`src/rtl/acc_pkg.sv`:
```
// Shared types and defaults for the accumulator window sampler.
// Result bundle pairs a window sum with its truncated mean.
package acc_pkg;

  localparam int ACC_DATA_WD  = 32;
  localparam int ACC_LOG2_WIN = 4;
  localparam int WIN_LEN      = 2 ** ACC_LOG2_WIN;
  localparam int SUM_WD       = ACC_DATA_WD + ACC_LOG2_WIN;

  typedef struct packed {
    logic [SUM_WD-1:0]      sum;
    logic [ACC_DATA_WD-1:0] mean;
  } acc_win_res_t;

endpackage

```
`src/rtl/acc_result_fifo.sv`:
```
// Small synchronous result FIFO with a registered head entry.
// Head register is refreshed on push-into-empty and on pop.
module acc_result_fifo
  import acc_pkg::*;
#(
  parameter int  FIFO_DEPTH = 2,
  parameter type T          = acc_win_res_t
) (
  input  logic i_clk,
  input  logic i_rstn,
  input  logic push,
  input  T     din,
  input  logic pop,
  output T     head,
  output logic full,
  output logic empty
);

  localparam int AW = $clog2(FIFO_DEPTH);

  T              mem [FIFO_DEPTH];
  T              head_q;
  logic [AW-1:0] wr_ptr;
  logic [AW-1:0] rd_ptr;
  logic [AW-1:0] rd_nxt;
  logic [AW:0]   cnt;
  logic          do_pop;
  logic          do_push;

  assign full    = (cnt == (AW+1)'(FIFO_DEPTH));
  assign empty   = (cnt == '0);
  assign do_pop  = pop && !empty;
  assign do_push = push && (!full || do_pop);
  assign rd_nxt  = rd_ptr + AW'(1);
  assign head    = head_q;

  always_ff @(posedge i_clk or negedge i_rstn) begin
    if (!i_rstn) begin
      wr_ptr <= '0;
      rd_ptr <= '0;
      cnt    <= '0;
      head_q <= '0;
      for (int i = 0; i < FIFO_DEPTH; i++)
        mem[i] <= '0;
    end else begin
      if (do_push) begin
        mem[wr_ptr] <= din;
        wr_ptr      <= wr_ptr + AW'(1);
      end
      if (do_pop)
        rd_ptr <= rd_nxt;
      unique case ({do_push, do_pop})
        2'b10:   cnt <= cnt + (AW+1)'(1);
        2'b01:   cnt <= cnt - (AW+1)'(1);
        default: cnt <= cnt;
      endcase
      // Next head is either the incoming entry or the one behind the popped head
      if (empty && do_push)
        head_q <= din;
      else if (do_pop) begin
        if (cnt == (AW+1)'(1)) begin
          if (do_push)
            head_q <= din;
        end else
          head_q <= mem[rd_nxt];
      end
    end
  end

endmodule

```
`src/rtl/acc_window_sampler.sv`:
```
// Turns an accumulator running total into per-window sum/mean results.
// Window sums are snapshot differences, so accumulator wrap is harmless.
module acc_window_sampler
  import acc_pkg::*;
#(
  parameter int DATA_WD    = 32,
  parameter int ACC_WD     = 64,
  parameter int LOG2_WIN   = 4,
  parameter int FIFO_DEPTH = 2
) (
  input  logic                       i_clk,
  input  logic                       i_rstn,
  input  logic                       i_enable,
  input  logic [ACC_WD-1:0]          i_acc_data,
  output logic                       o_valid,
  input  logic                       i_ready,
  output logic [DATA_WD+LOG2_WIN-1:0] o_sum,
  output logic [DATA_WD-1:0]         o_mean,
  output logic                       o_overrun,
  input  logic                       i_clr_ovr
);

  localparam int SUM_W = DATA_WD + LOG2_WIN;

  typedef struct packed {
    logic [SUM_W-1:0]   sum;
    logic [DATA_WD-1:0] mean;
  } res_t;

  logic [LOG2_WIN-1:0] cnt;
  logic                cap_pend;
  logic [ACC_WD-1:0]   snap;
  logic [ACC_WD-1:0]   diff;
  logic                ovr;
  logic                full;
  logic                empty;
  logic                pop;
  logic                drop;
  res_t                res;
  res_t                head;

  assign diff     = i_acc_data - snap;
  assign res.sum  = diff[SUM_W-1:0];
  assign res.mean = diff[SUM_W-1:LOG2_WIN];

  generate
    if (ACC_WD > SUM_W) begin : g_hi
      logic unused_hi;
      assign unused_hi = ^diff[ACC_WD-1:SUM_W];
    end
  endgenerate

  assign pop  = !empty && i_ready;
  assign drop = cap_pend && full && !pop;

  always_ff @(posedge i_clk or negedge i_rstn) begin
    if (!i_rstn) begin
      cnt      <= '0;
      cap_pend <= 1'b0;
      snap     <= '0;
      ovr      <= 1'b0;
    end else begin
      if (i_enable)
        cnt <= cnt + LOG2_WIN'(1);
      cap_pend <= i_enable && (&cnt);
      // Snapshot moves even when the result is dropped
      if (cap_pend)
        snap <= i_acc_data;
      if (drop)
        ovr <= 1'b1;
      else if (i_clr_ovr)
        ovr <= 1'b0;
    end
  end

  acc_result_fifo #(
    .FIFO_DEPTH (FIFO_DEPTH),
    .T          (res_t)
  ) u_fifo (
    .i_clk  (i_clk),
    .i_rstn (i_rstn),
    .push   (cap_pend),
    .din    (res),
    .pop    (pop),
    .head   (head),
    .full   (full),
    .empty  (empty)
  );

  assign o_valid   = !empty;
  assign o_sum     = head.sum;
  assign o_mean    = head.mean;
  assign o_overrun = ovr;

endmodule

```
`config.mk`:
```
export PLATFORM = sky130hd
export DESIGN_NAME = acc_window_sampler
export DESIGN_NICKNAME = d
export VERILOG_FILES = /design/src/rtl/acc_pkg.sv /design/src/rtl/acc_result_fifo.sv /design/src/rtl/acc_window_sampler.sv
export SDC_FILE = /design/constraint.sdc
export NUM_CORES = 1
export LEC_CHECK = 0
export ABC_AREA = 1
export ABC_CLOCK_PERIOD_IN_PS = 3600
export BUFFER_PORTS_ARGS = -buffer_cell sky130_fd_sc_hd__buf_2
export CAP_MARGIN = 20
export CORE_UTILIZATION = 30
export DETAILED_ROUTE_END_ITERATION = 10
export PLACE_DENSITY_LB_ADDON = 0.3
export SETUP_SLACK_MARGIN = 0.2
export SLEW_MARGIN = 20
export SYNTH_ARGS = -nofsm -noshare
export SYNTH_HDL_FRONTEND = slang
export SYNTH_SLANG_ARGS = --single-unit
export TNS_END_PERCENT = 5
```
`constraint.sdc`:
```
create_clock -name i_clk -period 3.6 [get_ports i_clk]
set_clock_uncertainty 0.2 [all_clocks]
set_input_delay 0.9 -clock i_clk [delete_from_list [all_inputs] [get_ports i_clk]]
set_output_delay 0.9 -clock i_clk [all_outputs]
set_load 0.02 [all_outputs]
```
* Word level (Yosys, flattened, before mapping) *
Index checks and enable logic that the tools add are counted.

cells by class
  reductions and logical operators = 18
  add/subtract/negate cells = 6
  shift-type cells = 0
  divide/modulo/power cells = 0
  equality and inequality tests = 5
  mux-type cells = 13
  bitwise logic cells = 2
  $mul = 0
  magnitude comparators = 3

operators with widths
  cell                                                      count
  two-way mux 68 bit                                        8
  bitwise mux 136 bit                                       1
  demux 68 bit (select 1 bit)                               1
  subtractor 36 bit                                         1
  logical AND 1 bit                                         8
  nonzero test 2 bit                                        3
  adder 4 x 1 -> 4 bit, second input constant               1
  == test 2 x 1 -> 1 bit, second input constant             2
  == test 2 bit, second input constant                      2
  greater-or-equal comparator 2 bit, second input constant  2
  inverter 1 -> 2 bit                                       2
  case mux 2 bit (2 select lines)                           1
  AND reduction 4 bit                                       1
  zero test 1 bit                                           3
  != test 3 x 1 -> 1 bit, second input constant             1
  adder 1 bit, second input constant                        2
  adder 2 x 1 -> 2 bit, second input constant               1
  zero test 2 bit                                           1
  < comparator 2 x 1 -> 1 bit, second input constant        1
  two-way mux 1 bit                                         2
  AND reduction 2 bit                                       1
  subtractor 2 x 1 -> 2 bit, second input constant          1
  logical OR 1 bit                                          1

storage, ports and cells
  bits in writable memories = 0
  word-level logic and storage cells = 60
  bits in latches = 0
  output and inout port bits = 70
  register bits = 250
  memories = 0
  input port bits = 69
  memory bits (read-only) = 0

* Longest topological paths before layout *
Gate-level depths: netlist of run 1.

  depth after elaboration = 10
  gate-level depth with buffers = 17

* Hierarchy *
Synthesis of run 1 repeated with hierarchy kept, for this count alone.

unflattened totals
  cell total of the unflattened synthesis = 2175
  area total of the unflattened synthesis = 14853.0 um^2

modules (own cells, without submodules)
  module              area each (um^2)  instances  seq. area each (um^2)  cells each
  acc_result_fifo     10715.3           1          5205.0                 1494
  acc_window_sampler  4137.7            1          1051.0                 681

* Worst setup path after synthesis of run 1 *
OpenSTA, ideal clock, no wires.

  kind = input port to flip-flop
  start = input port i_acc_data[0]
  end = register u_fifo.head_q, in the netlist u_fifo.head[26]
  required time = 3284 ps
  slack = 852 ps
  cell stages on the path = 17
  setup time = 116 ps
  path buffers = 0
  arrival = 2431 ps
  cells stage by stage = inv_1 ha_1 fa_1 inv_1 nand3_1 nand3_2 nand2_1 nand2_1 nand2_1 nand2_1 nand2_1 nand2_1 nand2_1 nand2_1 nand2_1 nand2_1 nand2_1

between the ends
  cells in the longest elaborated chain, start to end = 5

ends and longest elaborated chain
  element               line                      RTL
  from (decl)           acc_window_sampler.sv:14  input logic [ACC_WD-1:0] i_acc_data,
  subtractor 36 bit *   acc_window_sampler.sv:42  assign diff = i_acc_data - snap;
  two-way mux 68 bit    acc_result_fifo.sv:62     if (do_push)
  two-way mux 68 bit    acc_result_fifo.sv:61     if (cnt == (AW+1)'(1)) begin
  two-way mux 68 bit    acc_result_fifo.sv:60     else if (do_pop) begin
  two-way mux 68 bit *  acc_result_fifo.sv:58     if (empty && do_push)
  to (signal assigned)  acc_result_fifo.sv:59     head_q <= din;
  to (signal assigned)  acc_result_fifo.sv:63     head_q <= din;
  to (signal assigned)  acc_result_fifo.sv:65     head_q <= mem[rd_nxt];
  to (decl)             acc_result_fifo.sv:22     T head_q;

Mark *: on every way between the ends. The rest lies on a longest branch, timed or not. The select of a mux whose other input is x is not followed.
A chain may end at the register's enable or synchronous reset.

* Worst setup path in the final report of run 1 *
Ends and elaborated chain as after synthesis.

==> results.cfg, run 1 <==
[status]
status = finished, final reports clean

[placed_design]
io_buffers = 110
gp_congestion = 0.849
dp_slack_ns = 0.355
dp_hpwl_microns = 18700

[worst_setup_path]
crit_chain = buf_2 -> inv_1 -> ha_1 -> fa_1 -> inv_1 -> nand3_1 -> nand3_2 -> nand2_1 -> nand2_1 -> nand2_1 -> nand2_1 -> nand2_1 -> nand2_1 -> nand2_1 -> nand2_1 -> nand2_1 -> nand2_1 -> nand2_1
cpLargestDelayFamily = simple AND/OR/NAND/NOR gates
slowest_stage = fa_1
critPathCaptureType = flip-flop
critical_path_class = input pin to flip-flop
worst_path_largest_cell_delay_ns = 0.41
path_common_cell = nand2_1
worstReg2RegStart = snap[0]$_DFFE_PN0P_
required_ns = 3.73
start_kind = input pin
cp_max_fo = 4
worstPathBufferInverterCount = 3
crit_start = i_acc_data[0]
crit_arrival_ns = 2.96

[yosys]
yosysSeqAreaShare = 0.405
syn_area_per_cell_sq_um = 7.04
ys.flop_type = dfrtp_1
synth-async-reset-ratio = 1.00
synthTopCellsByCount = nand2_1 (533), dfrtp_1 (154), inv_1 (143)
ys_warn_count = 0
synth_edf_count = 0
synth_area_sq_um = 9510
synth_largest_area_cell = dfrtp_1
synth.most_common_cell = nand2_1
synthCells = 1352
synth_seq_cells = 154
synth_fp_nets = 1462
ys_types = 37
synth.top_cell.area_share = 0.405
synthTopCellsByArea = dfrtp_1 (41%), nand2_1 (21%), inv_1 (5.6%)

[job]
drv_cap = 0

[clocking]
cts_tree = yes
cts_buffers = 17
postCtsSetupBuffers = 0
clkSinkCount = 154
cts.clk_slew.worst_paths_ns = 0.07
cts_hold_buf = 0
cts_buffer_depth = 2
htree_num_levels = 4
clockRootBuffer = clkbuf_16
post_cts_resized = 0
clk_latency_ns = 0.45

[finish]
antennaDiodeCount = 0
finalNetCount = 1526
area_growth_pct = 14.0
final_layout_size_suffix_gt1_frac = 0.130

[timing]
fin_crit_sh = 0.785
slew_headroom = 0.471
setup-violations-final = 0
tns_ns = 0
max_freq_mhz = 354
min_period_ns = 2.83
layout_setup_ws_ns = 0.775
tightest_slew_ns = 0.792
rsz0062_at_grt = no
timing_hold_violations_final = 0
slew_viol_final = 0

[detailed_routing]
drc = 0
routed_wirelength_microns = 25700
firstDrtPassIters = 5
routedWlPerCell_microns = 14.1
viasPerCell = 4.62
drtIter0Drc = 561
antenna_left = 0
vias = 8437

[global_route]
grt_pass1_vias = 7860
antenna_found_initial = 0
grt_max_degree = 73
overflow = 0
grt_pass1_wl_microns = 41900
track_usage = 0.164

[power]
power.density_nw_per_um2 = 959
power.total_mw = 10.4
power.switching_mw = 5.05
worst_ir_drop_vdd_uv = 394
p_clk_frac = 0.185
p_sw_frac = 0.486
intPower_mw = 5.35
share_comb_of_total_power = 0.542
sequentialPowerShare = 0.273
p_leak_nw = 5.82

[floorplanning]
rows = 64
pin_count = 139
chipWidth_microns = 180
die_h_microns = 180
start_util = 0.308
die_area_sq_um = 32400
core-area_sq_um = 30900

[min_path]
hp-class = input pin to asynchronous set/reset pin
==> cell type report <==
cell class	instances	area (sq um)
Tap cell	396	495
Clock buffer	18	429
Inverter	152	576
Multi-Input combinational cell	971	4650
Sequential cell	154	3850
Clock inverter	14	185
Timing Repair Buffer	120	652
Fill cell	3353	20100
==> cells in the final DEF (no fill, tap or decap), drive strengths merged, types with 3 or more instances in the layout <==
master  netlist  final
nand3b        4      4
nor2         76     76
nand4         3      3
clkinv        0      3
dfrtp       154    154
xor2         18     18
xnor2         5      5
o211ai        3      3
o21bai        7      7
inv         152    158
o21ai        83     83
nor3          9      9
ha           40     40
nand2       545    545
a21boi        3      3
bufinv        0      3
buf          58    120
nand3        98     98
clkbuf       17     18
o31ai         3      3
a21oi        68     68
==> power groups by stage <==
stage | sequential (mW) | combinational [mW] | clock, mW
after floorplan | 3.00 | 4.03 | 0
after global placement | 2.85 | 5.54 | 0
after detailed placement | 2.88 | 5.60 | 0
after CTS | 2.85 | 5.63 | 1.97
after global routing | 2.94 | 6.35 | 2.02
final | 2.84 | 5.63 | 1.93
==> per-stage QoR <==
stage	hold WS (ns)	util	std cells	instance area, sq um
floorplan	0.242	-	1352	9510
global placement	0.254	0.330	1792	10200
detailed placement	0.259	0.330	1792	10200
CTS	0.231	0.350	1824	10800
global route	0.250	0.351	1825	10800
finish	0.213	0.351	1825	10800
==> final timing paths <==
kind | endpoint | cells past startpoint | slack (ns)
max in group asynchronous | u_fifo.mem[25]$_DFFE_PN0P_ | 2 | 2.21
worst min register to register | u_fifo.mem[34]$_DFFE_PN0P_ | 2 | 0.27
worst min-delay path | snap[0]$_DFFE_PN0P_ | 1 | 0.21
worst max-delay path | u_fifo.head[26]$_DFFE_PN0P_ | 18 | 0.77
worst max register to register | u_fifo.head[26]$_DFFE_PN0P_ | 16 | 1.02
min in group i_clk | u_fifo.mem[34]$_DFFE_PN0P_ | 2 | 0.27
==> state kept, by name, indices dropped and copies added (netlist names) <==
name and cells:
u_fifo.rd_ptr 1, cnt 4, o_overrun 1, cap_pend 1, u_fifo.head 36, u_fifo.wr_ptr 1, u_fifo.cnt 2, snap 36
u_fifo.mem 72
==> kinds of logic after synthesis <==
| kind of cell | after synthesis | synth area share |
|---|---|---|
| AND/OR/NAND/NOR | 737 | 0.315 |
| AO/OA/AOI/OAI | 169 | 0.0955 |
| buffers and inverters | 227 | 0.106 |
| XOR/XNOR | 23 | 0.0220 |
| adder cells (fa/ha/maj) | 41 | 0.0547 |
| multiplexers | 1 | 0.00118 |
| flip-flops | 154 | 0.405 |
==> worst register-to-register path: cells and delay by family (launching register included) <==
kind,cells,cell delay [ns]
AND/OR/NAND/NOR,13,1.12
adder cells (fa/ha/maj),2,0.64
flip-flops,1,0.38
buffers and inverters,1,0.10
==> routing by layer <==
| layer | share of wire | vias to the layer above | track usage |
|---|---|---|---|
| met5 | 0 | - | 0 |
| met4 | 0.017 | 0 | 0.0561 |
| met3 | 0.050 | 28 | 0.0285 |
| met2 | 0.43 | 205 | 0.249 |
| met1 | 0.50 | 3864 | 0.233 |
| li1 | - | 4340 | - |
(Power assumes the default switching activity.)
==> inputs of run 2 (changes only) <==
--- a/config.mk
+++ b/config.mk
@@ -6,7 +6,7 @@
 export NUM_CORES = 1
 export LEC_CHECK = 0
 export ABC_AREA = 1
-export ABC_CLOCK_PERIOD_IN_PS = 3600
+export ABC_CLOCK_PERIOD_IN_PS = 2800
 export BUFFER_PORTS_ARGS = -buffer_cell sky130_fd_sc_hd__buf_2
 export CAP_MARGIN = 20
 export CORE_UTILIZATION = 30
==> constraint.sdc (replaced) <==
create_clock -name i_clk -period 2.8 [get_ports i_clk]
set_clock_uncertainty 0.2 [all_clocks]
set_input_delay 0.7 -clock i_clk [delete_from_list [all_inputs] [get_ports i_clk]]
set_output_delay 0.7 -clock i_clk [all_outputs]
set_load 0.02 [all_outputs]
==> results.cfg, run 2 (same netlist as run 1, synthesis figures left out) <==
[status]
status = finished, final reports clean

[worst_setup_path]
critical_path_class = input pin to flip-flop
worstPathBufferInverterCount = 4
critPathCaptureType = flip-flop
slowest_stage = fa_1
crit_chain = buf_2 -> inv_1 -> ha_1 -> fa_1 -> inv_1 -> nand3_1 -> nand3_2 -> nand2_1 -> nand2_1 -> nand2_1 -> nand2_1 -> nand2_1 -> nand2_1 -> nand2_1 -> nand2_1 -> buf_4 -> o21ai_1
cpLargestDelayFamily = simple AND/OR/NAND/NOR gates
path_common_cell = nand2_1
crit_arrival_ns = 2.60
cp_max_fo = 4
required_ns = 2.90
worst_path_largest_cell_delay_ns = 0.40
start_kind = input pin

[power]
power.density_nw_per_um2 = 1250
worst_ir_drop_vdd_uv = 569
p_leak_nw = 6.11

[timing]
max_freq_mhz = 400
fin_crit_sh = 0.894
rsz0062_at_grt = yes
slew_viol_final = 0
setup-violations-final = 0
tns_ns = 0
slew_headroom = 0.524
timing_hold_violations_final = 0
min_period_ns = 2.50
layout_setup_ws_ns = 0.297
tightest_slew_ns = 0.713

[floorplanning]
die_h_microns = 180
chipWidth_microns = 180
core-area_sq_um = 30900
start_util = 0.308
rows = 64
die_area_sq_um = 32400
pin_count = 139

[finish]
final_common_cell = nand2_1
utilization = 0.366
largest-register = u_fifo.mem
area_growth_pct = 18.8
final_cell_mix = nand2_1 (533), dfrtp_1 (153), inv_1 (143)
largest_reg_flops = 72
final_layout_size_suffix_gt1_frac = 0.164
antennaDiodeCount = 0
finalNetCount = 1584
finalNonFillerCells = 1883

[placed_design]
dp_hpwl_microns = 19500
dp_slack_ns = -0.156
gp_congestion = 0.842
io_buffers = 110
dp.cells = 1850

[job]
drv_cap = 0

[clocking]
cts_buffer_depth = 2
postCtsSetupBuffers = 0
cts_buffers = 17
clk_latency_ns = 0.45
htree_num_levels = 4
clockRootBuffer = clkbuf_16
cts.clk_slew.worst_paths_ns = 0.07
clkSinkCount = 154
cts_tree = yes

[detailed_routing]
routedWlPerCell_microns = 14.0
drc = 0
antenna_left = 0
drtIter0Drc = 480
routed_wirelength_microns = 26300
vias = 8653
firstDrtPassIters = 5
viasPerCell = 4.60

[global_route]
overflow = 0
grt_pass1_vias = 8292
track_usage = 0.169
grt_pass1_wl_microns = 43600
antenna_found_initial = 1
grt_max_degree = 73

[min_path]
hp-class = input pin to flip-flop
-- run 2: repair_timing --
action	CTS	global route
hold buffers	1	0
endpoints found under the hold margin	34	0
gates resized for setup	0	1
setup endpoints to repair	0	6
-- run 2: final timing paths --
path                                            startpoint                    endpoint  slack (ns)  cells after the start
worst min register to register  u_fifo.mem[34]$_DFFE_PN0P_  u_fifo.mem[34]$_DFFE_PN0P_        0.28                      2
worst max-delay path                         i_acc_data[0]  u_fifo.mem[26]$_DFFE_PN0P_        0.30                     17
max in group asynchronous                           i_rstn        snap[29]$_DFFE_PN0P_        1.20                      3
worst min-delay path                             i_clr_ovr       o_overrun$_DFFE_PN0P_        0.25                      2
min in group asynchronous                           i_rstn        snap[17]$_DFFE_PN0P_        0.54                      2
worst max register to register         snap[0]$_DFFE_PN0P_  u_fifo.mem[26]$_DFFE_PN0P_        0.34                     15
-- run 2: final cells by class --
class	count	area [sq um]
Inverter	152	576
Clock inverter	14	163
Multi-Input combinational cell	971	4660
Timing Repair Buffer	178	1130
Tap cell	396	495
Sequential cell	154	3850
Fill cell	3325	19600
Clock buffer	18	429
-- run 2: where the power goes --
group | total, mW | switching [mW] | internal (mW)
Clock | 2.39 | 1.05 | 1.34
Sequential | 3.65 | 0.484 | 3.17
Combinational | 8.07 | 5.12 | 2.95
Total | 14.1 | 6.65 | 7.46
-- run 2: layer usage --
layer | vias up | track usage | part of all wire
met5 | - | 0 | 0
li1 | 4443 | - | -
met3 | 26 | 0.0291 | 0.040
met1 | 4019 | 0.245 | 0.52
met4 | 0 | 0.0485 | 0.015
met2 | 165 | 0.258 | 0.42
-- run 2: worst register-to-register path, stage by stage (launching register included) --
cell     delay, ns
dfrtp_1       0.38
ha_1          0.23
fa_1          0.40
inv_1         0.09
nand3_1       0.08
nand3_2       0.12
nand2_1       0.06
nand2_1       0.07
nand2_1       0.05
nand2_1       0.13
nand2_1       0.09
nand2_1       0.07
nand2_1       0.05
nand2_1       0.12
buf_4         0.14
o21ai_1       0.05
-- run 2: metrics by stage --
step	area, sq um	hold slack (ns)	power, mW
6_report	11300	0.249	14.1
5_1_grt	11300	0.282	15.4
4_1_cts	11300	0.227	14.2
3_5_place_dp	10700	0.259	11.8
3_3_place_gp	10700	0.254	11.6
2_1_floorplan	9510	0.204	9.04
